<file path="config.mk">
export PLATFORM = sky130hd
export DESIGN_NAME = pipelined_prefix_adder
export DESIGN_NICKNAME = d
export VERILOG_FILES = /design/src/rtl/pipelined_prefix_adder.sv
export SDC_FILE = /design/constraint.sdc
export NUM_CORES = 1
export LEC_CHECK = 0
export BUFFER_PORTS_ARGS = -buffer_cell sky130_fd_sc_hd__buf_2
export CORE_MARGIN = 1
export CORE_UTILIZATION = 35
export CTS_CLUSTER_SIZE = 8
export DETAILED_ROUTE_END_ITERATION = 8
export PLACE_DENSITY = 0.62
export SLEW_MARGIN = 20
export SYNTH_ARGS = -nofsm -noshare
export SYNTH_HDL_FRONTEND = slang
export SYNTH_SLANG_ARGS = --single-unit
</file>
<file path="constraint.sdc">
create_clock -name clk -period 5.5 [get_ports clk]
set_input_delay 1.1 -clock clk [delete_from_list [all_inputs] [get_ports clk]]
set_output_delay 1.1 -clock clk [all_outputs]
set_load 0.03 [all_outputs]
</file>
<file path="src/rtl/pipelined_prefix_adder.sv">
// Pipelined Kogge-Stone adder/subtractor with valid/ready handshake.
// Optional register after every prefix level (PIPE=1), always an output register.
module pipelined_prefix_adder #(
    parameter int unsigned WIDTH  = 8,
    parameter int unsigned LEVELS = 3,
    parameter int unsigned PIPE   = 1
) (
    input  logic             clk,
    input  logic             rst,
    input  logic             in_valid,
    output logic             in_ready,
    input  logic [WIDTH-1:0] x,
    input  logic [WIDTH-1:0] y,
    input  logic             carry_in,
    input  logic             sub,
    output logic             out_valid,
    input  logic             out_ready,
    output logic [WIDTH-1:0] z,
    output logic             carry_out,
    output logic             overflow
);

    if (WIDTH < 2 || LEVELS < 1 || WIDTH > (1 << LEVELS) ||
        WIDTH <= (1 << (LEVELS - 1)) || PIPE > 1) begin : g_bad_params
        $error("pipelined_prefix_adder: need WIDTH>=2, 2^(LEVELS-1) < WIDTH <= 2^LEVELS, PIPE in {0,1}");
    end

    // One pipeline stage: valid bit, carry in, half-sum bits and prefix (G,P).
    typedef struct packed {
        logic             vld;
        logic             cin;
        logic [WIDTH-1:0] hp;
        logic [WIDTH-1:0] gg;
        logic [WIDTH-1:0] pp;
    } stage_t;

    stage_t           stage_q [1:LEVELS];
    stage_t           stage_d [1:LEVELS];
    logic             out_valid_q, out_valid_d;
    logic [WIDTH-1:0] z_q, z_d;
    logic             carry_out_q, carry_out_d;
    logic             overflow_q, overflow_d;
    logic             advance;

    // One Kogge-Stone level: combine each bit with the group span bits below it.
    function automatic stage_t prefix_level(input stage_t s, input int unsigned span);
        stage_t r;
        r = s;
        for (int unsigned i = span; i < WIDTH; i++) begin
            r.gg[i] = s.gg[i] | (s.pp[i] & s.gg[i-span]);
            r.pp[i] = s.pp[i] & s.pp[i-span];
        end
        return r;
    endfunction

    // Whole pipeline moves together whenever the output slot is free or being drained.
    always_comb begin
        advance = out_ready | ~out_valid_q;
    end

    // Operand conditioning, prefix levels, sum/flag formation and stage hold logic.
    always_comb begin
        stage_t           cur;
        stage_t           nxt;
        logic [WIDTH-1:0] yv;
        logic [WIDTH:0]   c;

        yv      = sub ? ~y : y;
        cur.vld = in_valid;
        cur.cin = carry_in;
        cur.hp  = x ^ yv;
        cur.gg  = x & yv;
        cur.pp  = x ^ yv;
        // Carry-in generate at bit -1 is pre-merged into bit 0 (P[-1]=0), so the
        // prefix tree only spans bits 0..WIDTH-1 and LEVELS levels suffice.
        cur.gg[0] = (x[0] & yv[0]) | ((x[0] ^ yv[0]) & carry_in);
        cur.pp[0] = 1'b0;

        for (int unsigned k = 1; k <= LEVELS; k++) begin
            nxt        = prefix_level(cur, 32'd1 << (k - 1));
            stage_d[k] = advance ? nxt : stage_q[k];
            cur        = (PIPE != 0) ? stage_q[k] : nxt;
        end

        c[0]       = cur.cin;
        c[WIDTH:1] = cur.gg;

        out_valid_d = advance ? cur.vld                  : out_valid_q;
        z_d         = advance ? (cur.hp ^ c[WIDTH-1:0])  : z_q;
        carry_out_d = advance ? c[WIDTH]                 : carry_out_q;
        overflow_d  = advance ? (c[WIDTH-1] ^ c[WIDTH])  : overflow_q;
    end

    // State registers; reset empties the pipeline and clears the output stage.
    always_ff @(posedge clk or posedge rst) begin
        if (rst) begin
            for (int unsigned k = 1; k <= LEVELS; k++) begin
                stage_q[k] <= '0;
            end
            out_valid_q <= 1'b0;
            z_q         <= '0;
            carry_out_q <= 1'b0;
            overflow_q  <= 1'b0;
        end else begin
            for (int unsigned k = 1; k <= LEVELS; k++) begin
                stage_q[k] <= stage_d[k];
            end
            out_valid_q <= out_valid_d;
            z_q         <= z_d;
            carry_out_q <= carry_out_d;
            overflow_q  <= overflow_d;
        end
    end

    assign in_ready  = advance;
    assign out_valid = out_valid_q;
    assign z         = z_q;
    assign carry_out = carry_out_q;
    assign overflow  = overflow_q;

endmodule

</file>
==> impl_results.html, run 1 <==
<table>
<tr><th>Metric</th><th>Value</th></tr>
<tr><th colspan="2">Run status</th></tr>
<tr><td>Run status</td><td>complete, no violations</td></tr>
<tr><th colspan="2">Worst setup path</th></tr>
<tr><td>Crit Path Max Fanout</td><td>52</td></tr>
<tr><td>Worst r2r path cells</td><td>3</td></tr>
<tr><td>End of the worst register-to-register path</td><td>stage_q[62]</td></tr>
<tr><td>Crit Path Class</td><td>input pin to output pin</td></tr>
<tr><td>Arr. time, crit path</td><td>1.93 ns</td></tr>
<tr><td>Launching element type of the critical path</td><td>input pin</td></tr>
<tr><td>Worst R2R Start</td><td>out_valid</td></tr>
<tr><td>Kind of end point of the critical path</td><td>output pin</td></tr>
<tr><td>Required time of the worst setup path</td><td>around 4.4 ns</td></tr>
<tr><td>R2r setup slk</td><td>between 3 and 4 ns</td></tr>
<tr><th colspan="2">Floorplan</th></tr>
<tr><td>DIE HEIGHT</td><td>97.0 um</td></tr>
<tr><td>I/O pin total</td><td>34</td></tr>
<tr><td>Initial core utilization</td><td>a little over a third</td></tr>
<tr><td>Die Area</td><td>~0.0094 mm2</td></tr>
<tr><td>Placeable core region</td><td>~0.0087 mm2</td></tr>
<tr><td>Width of the die</td><td>97.0 um</td></tr>
<tr><td>Floorplan row count</td><td>34</td></tr>
<tr><th colspan="2">Power</th></tr>
<tr><td>Switching Share</td><td>35.6%</td></tr>
<tr><td>Leakage power</td><td>1.81 nW</td></tr>
<tr><td>Peak ir drop on the vdd network</td><td>0.164 mV</td></tr>
<tr><td>Clk pwr share</td><td>23.1%</td></tr>
<tr><td>Logic gate share of total power</td><td>approximately 28%</td></tr>
<tr><td>Int Power</td><td>1.23 mW</td></tr>
<tr><td>Net switching power of the design</td><td>680 uW</td></tr>
<tr><td>Post-layout total power</td><td>approximately 1.9 mW</td></tr>
<tr><td>Power per cell area</td><td>536 mW/mm2</td></tr>
<tr><td>Sequential Power Share</td><td>about 48%</td></tr>
<tr><th colspan="2">Clocking</th></tr>
<tr><td>Clock tree from TritonCTS</td><td>yes</td></tr>
<tr><td>Clock tree buffer depth</td><td>2</td></tr>
<tr><td>Clock root buffer</td><td>sky130_fd_sc_hd__clkbuf_8</td></tr>
<tr><td>Setup repair bufs after CTS</td><td>0</td></tr>
<tr><td>CTS buffer count</td><td>9</td></tr>
<tr><td>CTS clock-pin slew for the worst setup and hold paths</td><td>0.07 ns</td></tr>
<tr><td>Number of cells upsized or downsized after cts</td><td>0</td></tr>
<tr><td>Clock Sink Count</td><td>75</td></tr>
<tr><td>Clock latency on the worst-skew pair</td><td>0.34 ns</td></tr>
<tr><td>Count of hold buffers inserted by post-cts repair</td><td>0</td></tr>
<tr><td>Number of H-tree levels</td><td>3</td></tr>
<tr><th colspan="2">Synthesis</th></tr>
<tr><td>Register bit total from synthesis</td><td>75</td></tr>
<tr><td>Synth warn</td><td>0</td></tr>
<tr><td>Count of cell types in the netlist</td><td>19</td></tr>
<tr><td>Yosys top cell by area</td><td>sky130_fd_sc_hd__dfrtp_1</td></tr>
<tr><td>Area fraction of the dominant cell type after synthesis</td><td>between 50% and 60%</td></tr>
<tr><td>Synth Net Count</td><td>363</td></tr>
<tr><td>Syn Std Cell Area</td><td>0.00316 mm2</td></tr>
<tr><td>Sequential area share after synthesis</td><td>59.4%</td></tr>
<tr><td>Synthesized netlist cell count</td><td>about 330</td></tr>
<tr><td>Top cells by area, synth</td><td>sky130_fd_sc_hd__dfrtp_1, sky130_fd_sc_hd__nand2_1, sky130_fd_sc_hd__o21ai_0</td></tr>
<tr><td>Synthesized area per cell</td><td>9.49 um2</td></tr>
<tr><th colspan="2">Flow run</th></tr>
<tr><td>Maximum Capacitance Violations</td><td>0</td></tr>
<tr><th colspan="2">Timing</th></tr>
<tr><td>Post-route clock skew</td><td>0.00592 ns</td></tr>
<tr><td>Max-slew violation count</td><td>0</td></tr>
<tr><td>Worst Tran Pin Value</td><td>0.846 ns</td></tr>
<tr><td>Final hold violation count</td><td>0</td></tr>
<tr><td>Total Negative Setup Slacks</td><td>0 ns</td></tr>
<tr><td>Count of endpoints failing setup in the final report</td><td>0</td></tr>
<tr><td>Final worst-path setup slack</td><td>between 2 and 2.5 ns</td></tr>
<tr><td>Fmax</td><td>0.330 GHz</td></tr>
<tr><td>Share of the clock period used by the worst path after layout</td><td>55.1%</td></tr>
<tr><td>Post-layout minimum cycle time</td><td>3.03 ns</td></tr>
<tr><td>Setup repair after global routing missed its margin</td><td>false</td></tr>
<tr><td>Relative slew slack</td><td>43.6%</td></tr>
<tr><th colspan="2">Global routing</th></tr>
<tr><td>Total Routing Usage GR</td><td>12.6%</td></tr>
<tr><td>GRT Residual Overflow</td><td>0</td></tr>
<tr><td>Initial antenna violation count</td><td>0</td></tr>
<tr><td>Wire length of the first global-routing pass</td><td>between 9000 and 10000 um</td></tr>
<tr><td>Pin count of the biggest net entering global routing</td><td>98</td></tr>
<tr><td>Number of global-route vias before repair</td><td>2001</td></tr>
<tr><th colspan="2">Min path</th></tr>
<tr><td>Worst hold-check path type</td><td>flop to flop</td></tr>
<tr><td>Number of instances on the worst hold path</td><td>2</td></tr>
<tr><td>Worst hold path startpoint</td><td>stage_q[44]</td></tr>
<tr><td>Hold worst-path end</td><td>stage_q[44]</td></tr>
<tr><th colspan="2">Layout</th></tr>
<tr><td>Final Util</td><td>40.8%</td></tr>
<tr><td>NumNets Final</td><td>392</td></tr>
<tr><td>Synthesis-to-finish area growth</td><td>12.6%</td></tr>
<tr><td>Share of final-layout standard cells stronger than drive strength 1</td><td>between 10% and 20%</td></tr>
<tr><td>Post-Layout Inst Area</td><td>0.00356 mm2</td></tr>
<tr><td>Count of inserted antenna diode cells</td><td>0</td></tr>
<tr><th colspan="2">Placed design</th></tr>
<tr><td>Placement Cell Area</td><td>0.00334 mm2</td></tr>
<tr><td>Number of buffer cells added on primary ports</td><td>33</td></tr>
<tr><td>Place WS</td><td>2.46 ns</td></tr>
<tr><td>Sum of net half-perimeters after detailed placement</td><td>between 3000 and 4000 um</td></tr>
<tr><td>Final weighted congestion in routability-driven placement</td><td>0.731</td></tr>
<tr><th colspan="2">Detailed routing</th></tr>
<tr><td>Detailed router's first-iteration violation count</td><td>130</td></tr>
<tr><td>DRC</td><td>0</td></tr>
<tr><td>Via density per instance</td><td>4.51</td></tr>
<tr><td>Antenna-violating nets left</td><td>0</td></tr>
<tr><td>Total wire length after detailed routing</td><td>5380 um</td></tr>
<tr><td>Initial DRT Pass Iterations</td><td>4</td></tr>
<tr><td>Wirelength per Cell</td><td>11.3 um</td></tr>
<tr><td>Total number of vias</td><td>2141</td></tr>
</table>
## stage by stage
| stage | cells | hold slack, ns |
|---|---|---|
| finish | 475 | 0.469 |
| global route | 475 | 0.489 |
| CTS | 475 | 0.473 |
| detailed placement | 459 | 0.455 |
| global placement | 459 | 0.440 |
| floorplan | 333 | 0.430 |
## critical path: stages
cell and delay, ns:
sky130_fd_sc_hd__buf_2 0.10, sky130_fd_sc_hd__nor2b_4 0.04, sky130_fd_sc_hd__inv_4 0.38, sky130_fd_sc_hd__buf_2 0.29
## cell usage in the layout, fill, tap and decap left out, drive strengths merged, types with 8 or more instances in the layout
| master | synthesis | final |
|---|---|---|
| nand2 | 156 | 156 |
| dfrtp | 75 | 75 |
| buf | 16 | 35 |
| o21ai | 26 | 26 |
| a21oi | 18 | 18 |
| clkbuf | 1 | 12 |
| nand3 | 10 | 10 |
| xnor2 | 9 | 9 |
| xor2 | 8 | 8 |
| ha | 8 | 8 |
## cell usage after synthesis (all sizes together)
master  count
nand2     156
dfrtp      75
o21ai      26
a21oi      18
buf        16
nand3      10
xnor2       9
ha          8
xor2        8
inv         2
clkbuf      1
mux2i       1
nand2b      1
nor2        1
nor2b       1
## sequential cells by signal, indices dropped and copies added, names as in the netlist
register,cells
stage_q,64
carry_out,1
z,8
overflow,1
out_valid,1
## area by class of cell
type                            instances  area (um2)
Clock buffer                           12         165
Clock inverter                          4        47.5
Fill cell                             884        5160
Inverter                                2        10.0
Multi-Input combinational cell        239        1140
Sequential cell                        75        1880
Tap cell                              108         135
Timing Repair Buffer                   35         180
## per-layer routing
layer,track usage [%],share of wire [%]
met5,0,0
met4,4.13,0.67
met3,5.06,4.3
met2,18.6,45
met1,16.9,50
## power groups by stage
stage,sequential [mW],clock [mW],combinational (mW)
after floorplan,0.983,0,0.391
after global placement,0.928,0,0.540
after CTS,0.926,0.453,0.555
after detailed placement,0.937,0,0.556
after global routing,0.957,0.479,0.627
final,0.923,0.441,0.544
## logic make-up (layout without fill, tap and decap cells)
kind of cell	count (synthesis)	count (layout)	share of synthesized area, %
compound gates	44	44	7.09
xor+xnor	17	17	4.71
fa+ha+maj	8	8	3.17
buf+inv	19	53	4.44
flops	75	75	59.4
mux	1	1	0.317
simple gates	169	169	20.9
## worst max path at each step
stage,start,endpoint
6_report,out_ready,in_ready
3_3_place_gp,out_ready,in_ready
3_5_place_dp,out_ready,in_ready
2_1_floorplan,rst,carry_out
4_1_cts,out_ready,in_ready
5_1_grt,out_ready,in_ready
Power figures use the tool's default switching activity.
==> run 2: changes to the inputs <==
--- a/config.mk
+++ b/config.mk
@@ -5,6 +5,7 @@
 export SDC_FILE = /design/constraint.sdc
 export NUM_CORES = 1
 export LEC_CHECK = 0
+export ABC_AREA = 1
 export BUFFER_PORTS_ARGS = -buffer_cell sky130_fd_sc_hd__buf_2
 export CORE_MARGIN = 1
 export CORE_UTILIZATION = 35
==> constraint.sdc (replaced) <==
create_clock -name clk -period 2.85 [get_ports clk]
set_input_delay 0.57 -clock clk [delete_from_list [all_inputs] [get_ports clk]]
set_output_delay 0.57 -clock clk [all_outputs]
set_load 0.03 [all_outputs]
==> impl_results.html, run 2 <==
<table>
<tr><th>Metric</th><th>Value</th></tr>
<tr><th colspan="2">Run status</th></tr>
<tr><td>Run status</td><td>complete, no violations</td></tr>
<tr><th colspan="2">Power</th></tr>
<tr><td>Logic gate share of total power</td><td>30.8%</td></tr>
<tr><td>Switching Share</td><td>36.8%</td></tr>
<tr><td>Leakage power</td><td>approximately 1.9 nW</td></tr>
<tr><td>Post-layout total power</td><td>3.85 mW</td></tr>
<tr><td>Sequential Power Share</td><td>45.8%</td></tr>
<tr><td>Peak ir drop on the vdd network</td><td>0.983 mV</td></tr>
<tr><td>Clk pwr share</td><td>23.3%</td></tr>
<tr><td>Net switching power of the design</td><td>1.42 mW</td></tr>
<tr><td>Power per cell area</td><td>~1000 mW/mm2</td></tr>
<tr><td>Int Power</td><td>2.43 mW</td></tr>
<tr><th colspan="2">Timing</th></tr>
<tr><td>Share of the clock period used by the worst path after layout</td><td>58.2%</td></tr>
<tr><td>Total Negative Setup Slacks</td><td>0 ns</td></tr>
<tr><td>Post-layout minimum cycle time</td><td>between 1.5 and 2 ns</td></tr>
<tr><td>Final hold violation count</td><td>0</td></tr>
<tr><td>Worst Tran Pin Value</td><td>0.663 ns</td></tr>
<tr><td>Max-slew violation count</td><td>0</td></tr>
<tr><td>Worst hold-check slack</td><td>0.321 ns</td></tr>
<tr><td>Final worst-path setup slack</td><td>1.19 ns</td></tr>
<tr><td>Fmax</td><td>0.603 GHz</td></tr>
<tr><td>Count of endpoints failing setup in the final report</td><td>0</td></tr>
<tr><td>Relative slew slack</td><td>55.8%</td></tr>
<tr><td>Post-route clock skew</td><td>0.00712 ns</td></tr>
<tr><td>Setup repair after global routing missed its margin</td><td>false</td></tr>
<tr><th colspan="2">Floorplan</th></tr>
<tr><td>Die Area</td><td>0.00970 mm2</td></tr>
<tr><td>Placeable core region</td><td>0.00885 mm2</td></tr>
<tr><td>I/O pin total</td><td>34</td></tr>
<tr><td>Floorplan row count</td><td>34</td></tr>
<tr><td>DIE HEIGHT</td><td>98.5 um</td></tr>
<tr><td>Initial core utilization</td><td>36.8%</td></tr>
<tr><td>Width of the die</td><td>98.5 um</td></tr>
<tr><th colspan="2">Worst setup path</th></tr>
<tr><td>Cell Chain, Critical Path</td><td>nand2_2 &gt; buf_2</td></tr>
<tr><td>Launching element type of the critical path</td><td>flop</td></tr>
<tr><td>R2r setup slk</td><td>about 1.5 ns</td></tr>
<tr><td>Kind of end point of the critical path</td><td>output pin</td></tr>
<tr><td>Gate family responsible for the most delay along the worst path</td><td>flip-flops</td></tr>
<tr><td>Arr. time, crit path</td><td>roughly 1.1 ns</td></tr>
<tr><td>Crit Path Class</td><td>flop to output pin</td></tr>
<tr><td>Crit path buf inv count</td><td>1</td></tr>
<tr><td>Crit Path Max Fanout</td><td>3</td></tr>
<tr><td>Critical path's slowest cell</td><td>sky130_fd_sc_hd__dfrtp_1</td></tr>
<tr><td>Required time of the worst setup path</td><td>2.28 ns</td></tr>
<tr><td>Critical Path Max Stage Delay</td><td>0.40 ns</td></tr>
<tr><th colspan="2">Clocking</th></tr>
<tr><td>Clock latency on the worst-skew pair</td><td>about 0.33 ns</td></tr>
<tr><td>Number of cells upsized or downsized after cts</td><td>0</td></tr>
<tr><td>Number of H-tree levels</td><td>3</td></tr>
<tr><td>CTS buffer count</td><td>9</td></tr>
<tr><td>Clock tree buffer depth</td><td>2</td></tr>
<tr><td>Setup repair bufs after CTS</td><td>0</td></tr>
<tr><td>Clock tree from TritonCTS</td><td>yes</td></tr>
<tr><td>CTS clock-pin slew for the worst setup and hold paths</td><td>0.07 ns</td></tr>
<tr><td>Clock root buffer</td><td>sky130_fd_sc_hd__clkbuf_8</td></tr>
<tr><td>Count of hold buffers inserted by post-cts repair</td><td>0</td></tr>
<tr><td>Clock Sink Count</td><td>75</td></tr>
<tr><th colspan="2">Synthesis</th></tr>
<tr><td>Synth Net Count</td><td>380</td></tr>
<tr><td>Fraction of synthesis flops using an asynchronous set or reset pin</td><td>between 90% and 100%</td></tr>
<tr><td>Top cells by area, synth</td><td>sky130_fd_sc_hd__dfrtp_1, sky130_fd_sc_hd__nand2_1, sky130_fd_sc_hd__o21ai_1</td></tr>
<tr><td>Post-synth top cells</td><td>sky130_fd_sc_hd__nand2_1, sky130_fd_sc_hd__dfrtp_1, sky130_fd_sc_hd__inv_1</td></tr>
<tr><td>Yosys top cell by area</td><td>sky130_fd_sc_hd__dfrtp_1</td></tr>
<tr><td>Most instantiated library cell after synthesis</td><td>sky130_fd_sc_hd__nand2_1</td></tr>
<tr><td>Syn Std Cell Area</td><td>0.00326 mm2</td></tr>
<tr><td>Synthesized area per cell</td><td>9.31 um2</td></tr>
<tr><td>Register bit total from synthesis</td><td>75</td></tr>
<tr><td>Sequential area share after synthesis</td><td>57.6%</td></tr>
<tr><td>Area fraction of the dominant cell type after synthesis</td><td>57.6%</td></tr>
<tr><td>EDFF count, synth</td><td>0</td></tr>
<tr><td>Count of cell types in the netlist</td><td>16</td></tr>
<tr><td>Synthesized netlist cell count</td><td>350</td></tr>
<tr><td>Synth warn</td><td>0</td></tr>
<tr><td>Main flop type after synthesis</td><td>sky130_fd_sc_hd__dfrtp_1</td></tr>
<tr><th colspan="2">Detailed routing</th></tr>
<tr><td>Antenna-violating nets left</td><td>0</td></tr>
<tr><td>Wirelength per Cell</td><td>12.0 um</td></tr>
<tr><td>Total wire length after detailed routing</td><td>5890 um</td></tr>
<tr><td>Total number of vias</td><td>2325</td></tr>
<tr><td>Detailed router's first-iteration violation count</td><td>175</td></tr>
<tr><td>Initial DRT Pass Iterations</td><td>6</td></tr>
<tr><td>Via density per instance</td><td>4.72</td></tr>
<tr><td>DRC</td><td>0</td></tr>
<tr><th colspan="2">Global routing</th></tr>
<tr><td>Total Routing Usage GR</td><td>13.3%</td></tr>
<tr><td>GRT Residual Overflow</td><td>0</td></tr>
<tr><td>Pin count of the biggest net entering global routing</td><td>77</td></tr>
<tr><td>Wire length of the first global-routing pass</td><td>10300 um</td></tr>
<tr><td>Initial antenna violation count</td><td>0</td></tr>
<tr><td>Number of global-route vias before repair</td><td>2199</td></tr>
<tr><th colspan="2">Layout</th></tr>
<tr><td>Most common library cell in the layout ignoring fill and taps</td><td>sky130_fd_sc_hd__nand2_1</td></tr>
<tr><td>Largest Register</td><td>stage_q</td></tr>
<tr><td>Layout Cells excl Fill</td><td>493</td></tr>
<tr><td>Synthesis-to-finish area growth</td><td>13.6%</td></tr>
<tr><td>Most used cells in the layout excluding fill and tap cells</td><td>sky130_fd_sc_hd__nand2_1, sky130_fd_sc_hd__dfrtp_1, sky130_fd_sc_hd__buf_2, sky130_fd_sc_hd__inv_1, sky130_fd_sc_hd__o21ai_1</td></tr>
<tr><td>Flip-flop count of the largest register, all copies and words added</td><td>64</td></tr>
<tr><td>Count of inserted antenna diode cells</td><td>0</td></tr>
<tr><td>Share of final-layout standard cells stronger than drive strength 1</td><td>19.5%</td></tr>
<tr><td>NumNets Final</td><td>410</td></tr>
<tr><th colspan="2">Placed design</th></tr>
<tr><td>Place WS</td><td>1.19 ns</td></tr>
<tr><td>Sum of net half-perimeters after detailed placement</td><td>3770 um</td></tr>
<tr><td>Cell total after placement</td><td>477</td></tr>
<tr><td>Final weighted congestion in routability-driven placement</td><td>roughly 0.71</td></tr>
<tr><td>Number of buffer cells added on primary ports</td><td>33</td></tr>
<tr><th colspan="2">Min path</th></tr>
<tr><td>Worst hold-check path type</td><td>input pin to async pin</td></tr>
<tr><th colspan="2">Flow run</th></tr>
<tr><td>Maximum Capacitance Violations</td><td>0</td></tr>
</table>
[run 2: path summary, 6_finish.rpt]
kind / start / end / depth (start not counted)
worst max-delay path: out_valid / in_ready / 2
worst min-delay path: rst / z[1] / 3
worst max register to register: out_valid / stage_q[72] / 4
worst min register to register: z[2] / z[2] / 2
max in group asynchronous: rst / z[2] / 3
min in group clk: in_valid / stage_q[77] / 3
[run 2: kinds of logic after synthesis]
group,synth area share (%)
and+or+nand+nor,18.2
DFF,57.6
AOI/OAI and AO/OA,11.4
buffers and inverters,7.60
xor gates and xnor gates,2.15
adders and majority gates,3.07
[run 2: tightest hold or removal path, cell delays in order]
cell and delay (ns):
sky130_fd_sc_hd__buf_2 0.10, sky130_fd_sc_hd__inv_2 0.06, sky130_fd_sc_hd__buf_12 0.32
[run 2: power by group through the flow]
| stage | Clock, mW | Combinational, mW | Sequential [mW] |
|---|---|---|---|
| after floorplan | 0 | 0.837 | 1.88 |
| after global placement | 0 | 1.18 | 1.78 |
| after detailed placement | 0 | 1.20 | 1.79 |
| after CTS | 0.927 | 1.22 | 1.77 |
| after global routing | 0.966 | 1.36 | 1.83 |
| final | 0.898 | 1.19 | 1.76 |
[run 2: metrics by stage]
stage	instance area (um2)	util, %
global route	3700	41.8
floorplan	3260	-
CTS	3700	41.8
global placement	3480	39.3
finish	3700	41.8
detailed placement	3480	39.3
[run 2: routing by layer]
layer	share of wire, %	vias to the layer above	GRT usage [%]	wire length (um)
met1	50	1105	17.9	2940
met5	0	-	0	0
met3	2.9	5	2.55	171
met2	46	36	21.4	2720
met4	1.0	0	5.51	61
li1	-	1179	-	-
[run 2: layout make-up]
type                       count  area, um2
fill                         891       5150
sequential                    75       1880
multi-input combinational    227       1130
timing repair buffer          36        213
clock buffer                  10        138
tap                          108        135
inverter                      31        116
clock inverter                 6       88.8
==> run 3: changes to the inputs <==
--- a/config.mk
+++ b/config.mk
@@ -5,7 +5,7 @@
 export SDC_FILE = /design/constraint.sdc
 export NUM_CORES = 1
 export LEC_CHECK = 0
-export ABC_AREA = 1
+export ABC_AREA = 0
 export BUFFER_PORTS_ARGS = -buffer_cell sky130_fd_sc_hd__buf_2
 export CORE_MARGIN = 1
 export CORE_UTILIZATION = 35
==> constraint.sdc (replaced) <==
create_clock -name clk -period 1.66 [get_ports clk]
set_input_delay 0.332 -clock clk [delete_from_list [all_inputs] [get_ports clk]]
set_output_delay 0.332 -clock clk [all_outputs]
set_load 0.03 [all_outputs]
==> impl_results.html, run 3 (synthesized netlist as in run 1, its figures left out) <==
<table>
<tr><th>Metric</th><th>Value</th></tr>
<tr><th colspan="2">Worst setup path</th></tr>
<tr><td>Worst R2R Start</td><td>out_valid</td></tr>
<tr><td>Critical Path Max Stage Delay</td><td>0.38 ns</td></tr>
<tr><td>Cell Chain, Critical Path</td><td>nor2b_4 &gt; inv_6 &gt; buf_4</td></tr>
<tr><td>Kind of end point of the critical path</td><td>output pin</td></tr>
<tr><td>Crit path buf inv count</td><td>2</td></tr>
<tr><td>Crit Path Class</td><td>flop to output pin</td></tr>
<tr><td>Gate family responsible for the most delay along the worst path</td><td>flip-flops</td></tr>
<tr><td>Crit Path Max Fanout</td><td>23</td></tr>
<tr><td>Launching element type of the critical path</td><td>flop</td></tr>
<tr><td>Required time of the worst setup path</td><td>1.33 ns</td></tr>
<tr><td>Critical path's slowest cell</td><td>sky130_fd_sc_hd__dfrtp_1</td></tr>
<tr><td>Crit path launch</td><td>out_valid</td></tr>
<tr><td>Arr. time, crit path</td><td>1.22 ns</td></tr>
<tr><th colspan="2">Floorplan</th></tr>
<tr><td>Placeable core region</td><td>0.00872 mm2</td></tr>
<tr><td>Initial core utilization</td><td>36.2%</td></tr>
<tr><td>Die Area</td><td>around 0.0094 mm2</td></tr>
<tr><td>I/O pin total</td><td>34</td></tr>
<tr><td>Width of the die</td><td>97.0 um</td></tr>
<tr><td>DIE HEIGHT</td><td>97.0 um</td></tr>
<tr><td>Floorplan row count</td><td>34</td></tr>
<tr><th colspan="2">Global routing</th></tr>
<tr><td>Number of global-route vias before repair</td><td>2110</td></tr>
<tr><td>Total Routing Usage GR</td><td>13.5%</td></tr>
<tr><td>Fraction of met1 tracks used by global routing</td><td>about 18%</td></tr>
<tr><td>GRT Residual Overflow</td><td>0</td></tr>
<tr><td>M2 GR Usage</td><td>between 10% and 20%</td></tr>
<tr><td>Initial antenna violation count</td><td>0</td></tr>
<tr><td>Wire length of the first global-routing pass</td><td>9990 um</td></tr>
<tr><td>Met3 track demand over resource</td><td>3.47%</td></tr>
<tr><td>Global-route layer with the greatest usage</td><td>met2</td></tr>
<tr><td>Pin count of the biggest net entering global routing</td><td>between 70 and 80</td></tr>
<tr><th colspan="2">Layout</th></tr>
<tr><td>Synthesis-to-finish area growth</td><td>13.7%</td></tr>
<tr><td>Fill cell total of the finished layout</td><td>865</td></tr>
<tr><td>Count of inserted antenna diode cells</td><td>0</td></tr>
<tr><td>Largest Register</td><td>stage_q</td></tr>
<tr><td>Share of final-layout standard cells stronger than drive strength 1</td><td>15.7%</td></tr>
<tr><td>Flip-flop count of the largest register, all copies and words added</td><td>64</td></tr>
<tr><td>Storage element area</td><td>0.00188 mm2</td></tr>
<tr><td>Most used cells in the layout excluding fill and tap cells</td><td>sky130_fd_sc_hd__nand2_1, sky130_fd_sc_hd__dfrtp_1, sky130_fd_sc_hd__buf_2, sky130_fd_sc_hd__o21ai_0, sky130_fd_sc_hd__a21oi_1</td></tr>
<tr><td>Area of the multi-input gates</td><td>around 0.0011 mm2</td></tr>
<tr><td>Most common library cell in the layout ignoring fill and taps</td><td>sky130_fd_sc_hd__nand2_1</td></tr>
<tr><td>NumNets Final</td><td>a little under 400</td></tr>
<tr><th colspan="2">Clocking</th></tr>
<tr><td>Clock Sink Count</td><td>75</td></tr>
<tr><td>Setup repair bufs after CTS</td><td>0</td></tr>
<tr><td>Clock root buffer</td><td>sky130_fd_sc_hd__clkbuf_8</td></tr>
<tr><td>Number of cells upsized or downsized after cts</td><td>1</td></tr>
<tr><td>Number of H-tree levels</td><td>3</td></tr>
<tr><td>CTS buffer count</td><td>9</td></tr>
<tr><td>Clock tree from TritonCTS</td><td>yes</td></tr>
<tr><td>Clock tree buffer depth</td><td>2</td></tr>
<tr><td>CTS clock-pin slew for the worst setup and hold paths</td><td>0.07 ns</td></tr>
<tr><td>Count of hold buffers inserted by post-cts repair</td><td>0</td></tr>
<tr><td>Clock latency on the worst-skew pair</td><td>0.35 ns</td></tr>
<tr><th colspan="2">Detailed routing</th></tr>
<tr><td>Detailed router's first-iteration violation count</td><td>around 80</td></tr>
<tr><td>Total wire length after detailed routing</td><td>5640 um</td></tr>
<tr><td>Initial DRT Pass Iterations</td><td>4</td></tr>
<tr><td>DRC</td><td>0</td></tr>
<tr><td>Via density per instance</td><td>4.53</td></tr>
<tr><td>Wirelength per Cell</td><td>11.8 um</td></tr>
<tr><td>Antenna-violating nets left</td><td>0</td></tr>
<tr><td>Total number of vias</td><td>around 2200</td></tr>
<tr><th colspan="2">Timing</th></tr>
<tr><td>Share of the clock period used by the worst path after layout</td><td>93.6%</td></tr>
<tr><td>Relative slew slack</td><td>70.4%</td></tr>
<tr><td>Setup repair after global routing missed its margin</td><td>false</td></tr>
<tr><td>Max-slew violation count</td><td>0</td></tr>
<tr><td>Post-layout minimum cycle time</td><td>1.55 ns</td></tr>
<tr><td>Worst Tran Pin Value</td><td>0.444 ns</td></tr>
<tr><td>Total Negative Setup Slacks</td><td>0 ns</td></tr>
<tr><td>Post-route clock skew</td><td>0.00595 ns</td></tr>
<tr><td>Worst hold-check slack</td><td>0.0810 ns</td></tr>
<tr><td>Fmax</td><td>0.644 GHz</td></tr>
<tr><td>Count of endpoints failing setup in the final report</td><td>0</td></tr>
<tr><td>Final hold violation count</td><td>0</td></tr>
<tr><th colspan="2">Run status</th></tr>
<tr><td>Run status</td><td>complete, no violations</td></tr>
<tr><th colspan="2">Power</th></tr>
<tr><td>Leakage power</td><td>1.82 nW</td></tr>
<tr><td>Power per cell area</td><td>~1800 mW/mm2</td></tr>
<tr><td>Peak ir drop on the vdd network</td><td>0.548 mV</td></tr>
<tr><td>Post-layout total power</td><td>6.30 mW</td></tr>
<tr><th colspan="2">Min path</th></tr>
<tr><td>Worst hold-check path type</td><td>input pin to async pin</td></tr>
<tr><th colspan="2">Placed design</th></tr>
<tr><td>Final weighted congestion in routability-driven placement</td><td>~0.76</td></tr>
<tr><td>Number of buffer cells added on primary ports</td><td>33</td></tr>
<tr><td>Sum of net half-perimeters after detailed placement</td><td>3840 um</td></tr>
<tr><th colspan="2">Flow run</th></tr>
<tr><td>Maximum Capacitance Violations</td><td>0</td></tr>
</table>
## run 3: changes by cell type in the layout (fill, tap and decap cells not counted), sizes merged, moves of 2 or more
| cell | before | now |
|---|---|---|
| buf | 36 | 39 |
| inv | 31 | 1 |
| o21ai | 51 | 26 |
| a21oi | 16 | 18 |
| nand2 | 121 | 156 |
| bufinv | 2 | 0 |
| nand3 | 21 | 10 |
| or2 | 2 | 0 |
| clkbuf | 10 | 14 |
| xnor2 | 0 | 9 |
## run 3: per-stage QoR
| stage | std cells | worst slack [ns] | area [um2] | utilization, % |
|---|---|---|---|---|
| 6_report | 478 | 0.106 | 3590 | 41.2 |
| 5_1_grt | 478 | 0.0359 | 3590 | 41.2 |
| 4_1_cts | 478 | 0.0272 | 3590 | 41.2 |
| 3_5_place_dp | 463 | 0.195 | 3390 | 38.9 |
| 3_3_place_gp | 463 | 0.228 | 3390 | 38.9 |
| 2_1_floorplan | 333 | 0.296 | 3160 | - |
## run 3: worst min-delay path: stages
cell and delay [ns]:
sky130_fd_sc_hd__buf_2 0.11, sky130_fd_sc_hd__clkinvlp_4 0.07, sky130_fd_sc_hd__buf_12 0.33
## run 3: worst paths after layout
path | to | slack, ns | depth (start not counted)
setup / recovery | in_ready | 0.11 | 3
hold / removal | z[0] | 0.08 | 3
setup reg to reg | stage_q[62] | 0.36 | 3
hold reg to reg | stage_q[25] | 0.46 | 2
max in group asynchronous | stage_q[67] | 1.28 | 3
min in group clk | stage_q[77] | 0.18 | 3
## run 3: power breakdown
| part | total [mW] | switching, mW | internal (mW) |
|---|---|---|---|
| registers | 3.07 | 0.475 | 2.59 |
| logic | 1.86 | 1.16 | 0.706 |
| clock network | 1.36 | 0.627 | 0.737 |
## run 3: layer usage
metal  up-vias  part of all wire [%]
met1       995                    50
met2        34                    44
li1       1125                     -
met5         -                     0
met4         0                   2.0
met3         9                   3.7
## run 3: layout make-up
class | count | share of cell area (%)
well taps | 108 | 3.76
inverters | 2 | 0.453
repair buffers | 39 | 6.27
multi-input cells | 239 | 31.8
clock buffers | 14 | 5.36
clock inverters | 1 | 0.139
flip-flops and latches | 75 | 52.2
